File: config.mk
export PLATFORM = sky130hd
export DESIGN_NAME = multi_bank_memory
export DESIGN_NICKNAME = d
export VERILOG_FILES = /design/src/rtl/multi_bank_memory_pkg.sv /design/src/rtl/mbm_bank.sv /design/src/rtl/multi_bank_memory.sv
export SDC_FILE = /design/constraint.sdc
export NUM_CORES = 1
export LEC_CHECK = 0
export BUFFER_PORTS_ARGS = -buffer_cell sky130_fd_sc_hd__buf_2
export CORE_MARGIN = 2
export CORE_UTILIZATION = 40
export CTS_BUF_LIST = sky130_fd_sc_hd__clkbuf_16
export CTS_CLUSTER_SIZE = 24
export DETAILED_ROUTE_END_ITERATION = 6
export GPL_TIMING_DRIVEN = 0
export PLACE_DENSITY_LB_ADDON = 0.08
export SLEW_MARGIN = 25
export SYNTH_ARGS = -nofsm -noshare
export SYNTH_HDL_FRONTEND = slang
export SYNTH_SLANG_ARGS = --single-unit
export TNS_END_PERCENT = 1
File: constraint.sdc
create_clock -name clk -period 2.8 [get_ports clk]
set_input_delay 0.28 -clock clk [delete_from_list [all_inputs] [get_ports clk]]
set_output_delay 0.28 -clock clk [all_outputs]
set_load 0.05 [all_outputs]
File: src/rtl/multi_bank_memory_pkg.sv
// Shared sizing for the banked scratch RAM: default geometry and derived widths.
package multi_bank_memory_pkg;

  localparam int MBM_DATA_WIDTH     = 8;
  localparam int MBM_ADDR_WIDTH     = 4;
  localparam int MBM_NUM_BANKS      = 4;
  localparam int MBM_BANK_SEL_WIDTH = $clog2(MBM_NUM_BANKS);
  localparam int MBM_BANK_DEPTH     = 2 ** MBM_ADDR_WIDTH;

endpackage

File: src/rtl/mbm_bank.sv
// One bank of the banked scratch RAM: clearable register array with a
// combinational read port; the top level registers the selected word.
module mbm_bank
  import multi_bank_memory_pkg::*;
#(
  parameter int DATA_WIDTH = MBM_DATA_WIDTH,
  parameter int ADDR_WIDTH = MBM_ADDR_WIDTH
) (
  input  logic                  clk,
  input  logic                  rst,
  input  logic                  we,
  input  logic [ADDR_WIDTH-1:0] addr,
  input  logic [DATA_WIDTH-1:0] din,
  output logic [DATA_WIDTH-1:0] rd_data
);

  localparam int DEPTH = 2 ** ADDR_WIDTH;

  logic [DATA_WIDTH-1:0] r_mem [DEPTH];

  // NOTE: every word must read zero after reset, so the array is built from
  // resettable flops rather than a RAM macro; no initial block is relied on.
  always_ff @(posedge clk) begin
    if (rst) begin
      for (int i = 0; i < DEPTH; i++) begin
        r_mem[i] <= '0;
      end
    end else if (we) begin
      r_mem[addr] <= din;
    end
  end

  assign rd_data = r_mem[addr];

endmodule

File: src/rtl/multi_bank_memory.sv
// Banked single-port synchronous RAM with a registered read port.
// Define MULTI_BANK_MEMORY_WRITE_THROUGH_EN to forward write data to dout.
module multi_bank_memory
  import multi_bank_memory_pkg::*;
#(
  parameter int DATA_WIDTH     = MBM_DATA_WIDTH,
  parameter int ADDR_WIDTH     = MBM_ADDR_WIDTH,
  parameter int NUM_BANKS      = MBM_NUM_BANKS,
  parameter int BANK_SEL_WIDTH = $clog2(NUM_BANKS)
) (
  input  logic                      clk,
  input  logic                      rst,
  input  logic                      we,
  input  logic [ADDR_WIDTH-1:0]     addr,
  input  logic [DATA_WIDTH-1:0]     din,
  input  logic [BANK_SEL_WIDTH-1:0] bank_sel,
  output logic [DATA_WIDTH-1:0]     dout
);

  logic [NUM_BANKS-1:0]  w_bank_we;
  logic [DATA_WIDTH-1:0] w_rd_data [NUM_BANKS];
  logic [DATA_WIDTH-1:0] w_rd_mux;
  logic [DATA_WIDTH-1:0] r_dout;

  for (genvar g = 0; g < NUM_BANKS; g++) begin : g_bank
    assign w_bank_we[g] = we & (bank_sel == BANK_SEL_WIDTH'(g));

    mbm_bank #(
      .DATA_WIDTH (DATA_WIDTH),
      .ADDR_WIDTH (ADDR_WIDTH)
    ) u_bank (
      .clk     (clk),
      .rst     (rst),
      .we      (w_bank_we[g]),
      .addr    (addr),
      .din     (din),
      .rd_data (w_rd_data[g])
    );
  end

  // An unmatched bank_sel falls through to zero, which is what an
  // out-of-range read must return.
  always_comb begin
    w_rd_mux = '0;
    for (int i = 0; i < NUM_BANKS; i++) begin
      if (bank_sel == BANK_SEL_WIDTH'(i)) begin
        w_rd_mux = w_rd_data[i];
      end
    end
  end

  // NOTE: state is updated with non-blocking assignments so every flop
  // samples pre-edge values regardless of block evaluation order.
  always_ff @(posedge clk) begin
    if (rst) begin
      r_dout <= '0;
    end else if (!we) begin
      r_dout <= w_rd_mux;
    end
`ifdef MULTI_BANK_MEMORY_WRITE_THROUGH_EN
    else begin
      r_dout <= din;
    end
`endif
  end

  assign dout = r_dout;

endmodule

==> flow_summary.ini <==
[run_status]
status = finished, violations left
violations = design-rule violations, negative setup slack

[timing]
fin_ws_ns = -0.1976
maxSlewHeadroom = 0.2482
hold_violations = 0
fin_worst_skew_ns = 0.02303
setup_viol = 80
slew_violations = 0
grt_setup_unrepaired = true
post-route-min-period_ns = 2.998
period_share = 1.071
worstMarginPinSlew_ns = 1.125
fmax_ghz = 0.3336

[place]
pre_cts_slack_ns = -1.119
dp_hpwl_mm = 56.38
port_buffers = 13
dp.cells = 2417
finalWeightedCongestion = 0.8832
dpl-instance-area_mm2 = 0.02508

[synthesis]
synth_top_cell_area_share = 0.6395
synth_edf_count = 512
syn-num-nets = 1648
synth_area_leaders = edfxtp_1, and2_1, mux4_2
synth_warnings = 0
synthTopCellsByCount = and2_1, edfxtp_1, mux4_2
synth.most_common_cell = and2_1
synth_ff_type = edfxtp_1
synthArstFlopShare = 0
syn_area_per_cell_um2 = 14.74
yosysTopAreaCell = edfxtp_1
synthCells = 1631
ys_ff_latch = 520
ys_seq_area_frac = 0.6461
netlist_area_mm2 = 0.02404
synth_cell_type_count = 43

[worst_setup_path]
worstPathRequired_ns = 3.10
critPathKind = primary input to flip-flop
crit_family = simple AND/OR/NAND/NOR gates
slowest_stage = nor2_2
path_cells = buf_2 > buf_2 > clkdlybuf4s15_2 > nor2_1 > buf_2 > nand2_1 > nor2_2 > or2_2
max_stage_delay_ns = 0.56
cpMostUsedCell = buf_2
crit_path_end_kind = flip-flop
crit_path_max_fanout = 10
crit_buf_inv = 4
startpoint_type = primary input
critPathArrivalTime_ns = 3.30

[run]
max-cap-violations = 0

[pwr]
ir_drop_v = 0.0004447
total_power_mw = 17.99
powerDensity_mw_per_mm2 = 665.1
cellLeakagePower_nw = 9.329

[hold_path]
worstHoldPathType = primary input to flip-flop

[route]
postRouteWirelength_mm = 81.50
drt_iter0_markers = 1689
num_vias = 14390
drc = 2
vias_per_cell = 5.706
firstDrtPassIters = 7
drtAntennaViolNets = 0
wl_per_cell_um = 32.32

[floorplan]
dieArea_mm2 = 0.06209
die_w_um = 249.2
row_count = 89
num_io_pins = 25
initial_core_util = 0.4058
die_h_um = 249.2
coreArea_mm2 = 0.05924

[global_route]
grt_overflow_total = 0
grt_pass1_wl_mm = 113.1
antenna_found_initial = 7
grt_max_degree = 15
globalRouteTotalUtil = 0.2630
grt_pass1_vias = 14480

[layout]
nFillCells = 5361
ff_latch_area_mm2 = 0.01553
final_cells = 2522
layout.nets = 1720
drive_gt1_frac = 0.2022
syn2layout_area_growth_pct = 12.51
multi_input_area_mm2 = 0.008092
stdcell_area_mm2 = 0.02705

[cts]
path_clk_slew_ns = 0.06
cts_made_buffers = 56
htree_levels = 2
cts_tree = yes
clockRootBuffer = clkbuf_16
post_cts_buffers = 0
cts.sinks = 520
clock_latency_ns = 0.63
clockBufferDepth = 3
==> power breakdown <==
part / switching [mW] / internal (mW) / leakage (nW) / total [mW]
sequential: 0.135 / 8.94 / 4.93 / 9.07
clock: 3.21 / 4.22 / 0.911 / 7.43
combinational: 1.02 / 0.470 / 3.49 / 1.49
total: 4.36 / 13.6 / 9.33 / 18.0
==> per-stage QoR <==
stage                     setup TNS, ns    util  hold slack [ns]
after global routing             -7.497  0.4565           0.1230
final                            -8.210  0.4566           0.1248
after floorplan                       0       -           0.3912
after CTS                        -3.613  0.4553          0.05855
after detailed placement        -589.09  0.4234           0.5151
after global placement          -555.33  0.4233           0.5218
==> per-layer routing <==
metal | up-vias | track usage | wire (µm)
met2 | 605 | 0.4219 | 38410
met4 | 0 | 0.1059 | 3264
li1 | 6134 | - | -
met1 | 7516 | 0.3563 | 33860
met3 | 136 | 0.04608 | 5971
met5 | - | 0 | 0
==> layout make-up <==
type / instances / share of cell area
tap: 773 / 0.03575
inverter: 3 / 0.0004163
buffer: 119 / 0.02142
clock buffer: 57 / 0.05273
timing repair buffer: 14 / 0.002775
multi-input combinational: 989 / 0.2991
antenna: 3 / 0.0002775
sequential: 520 / 0.5743
clock inverter: 44 / 0.01323
==> layout by cell type (no fill, tap or decap), types with 6 or more instances in the layout <==
master,instances
inv_1,15
bufinv_16,6
clkinv_1,12
clkbuf_16,57
edfxtp_1,512
nor2_2,32
clkbuf_1,68
o21ai_0,9
nor2b_1,13
buf_4,9
a22o_1,8
mux2i_1,56
dfxtp_1,8
o221ai_1,12
a31oi_1,6
nor2_1,42
buf_1,7
or2_2,65
clkbuf_2,6
buf_2,35
mux4_2,99
a22oi_1,20
nand2_1,27
a21oi_1,12
a221oi_1,6
and2_1,516
a211oi_1,12
mux2_2,8
clkinv_2,8
==> worst paths after layout <==
| path | start | slack, ns | end | cells past startpoint |
|---|---|---|---|---|
| worst max-delay path | addr[3] | -0.20 | g_bank[1].u_bank.r_mem[1][5]$_SDFFCE_PN0P_ | 8 |
| worst min-delay path | we | 0.12 | dout[6]$_SDFFE_PP0N_ | 3 |
| worst max register to register | g_bank[2].u_bank.r_mem[10][2]$_SDFFCE_PN0P_ | 0.35 | dout[2]$_SDFFE_PP0N_ | 4 |
| worst min register to register | dout[4]$_SDFFE_PP0N_ | 0.54 | dout[4]$_SDFFE_PP0N_ | 2 |
==> registers in the layout, summed over array words and instances, names as in the netlist <==
signal / count
dout: 8
g_bank.u_bank.r_mem: 512
==> worst register-to-register path: cells and delay by family (launching register included) <==
kind	cells	cell delay (ns)
mux	1	0.51
compound gates	3	1.47
flops	1	0.37
==> timing repair <==
| item | 4_1_cts | 5_1_grt |
|---|---|---|
| gates resized for setup | 36 | 21 |
| setup endpoints to repair | 345 | 286 |
| hold buffers | 1 | 0 |
| hold endpoints to repair | 1 | 0 |
==> logic make-up (layout without fill, tap and decap cells) <==
family | after synthesis | count (layout) | share of synthesized area
AND/OR/NAND/NOR | 717 | 717 | 0.1752
flip-flops | 520 | 520 | 0.6461
multiplexers | 164 | 164 | 0.1209
buffers and inverters | 122 | 237 | 0.02383
AO/OA/AOI/OAI | 108 | 108 | 0.03393
other | 0 | 3 | 0
Power figures use the tool's default switching activity.
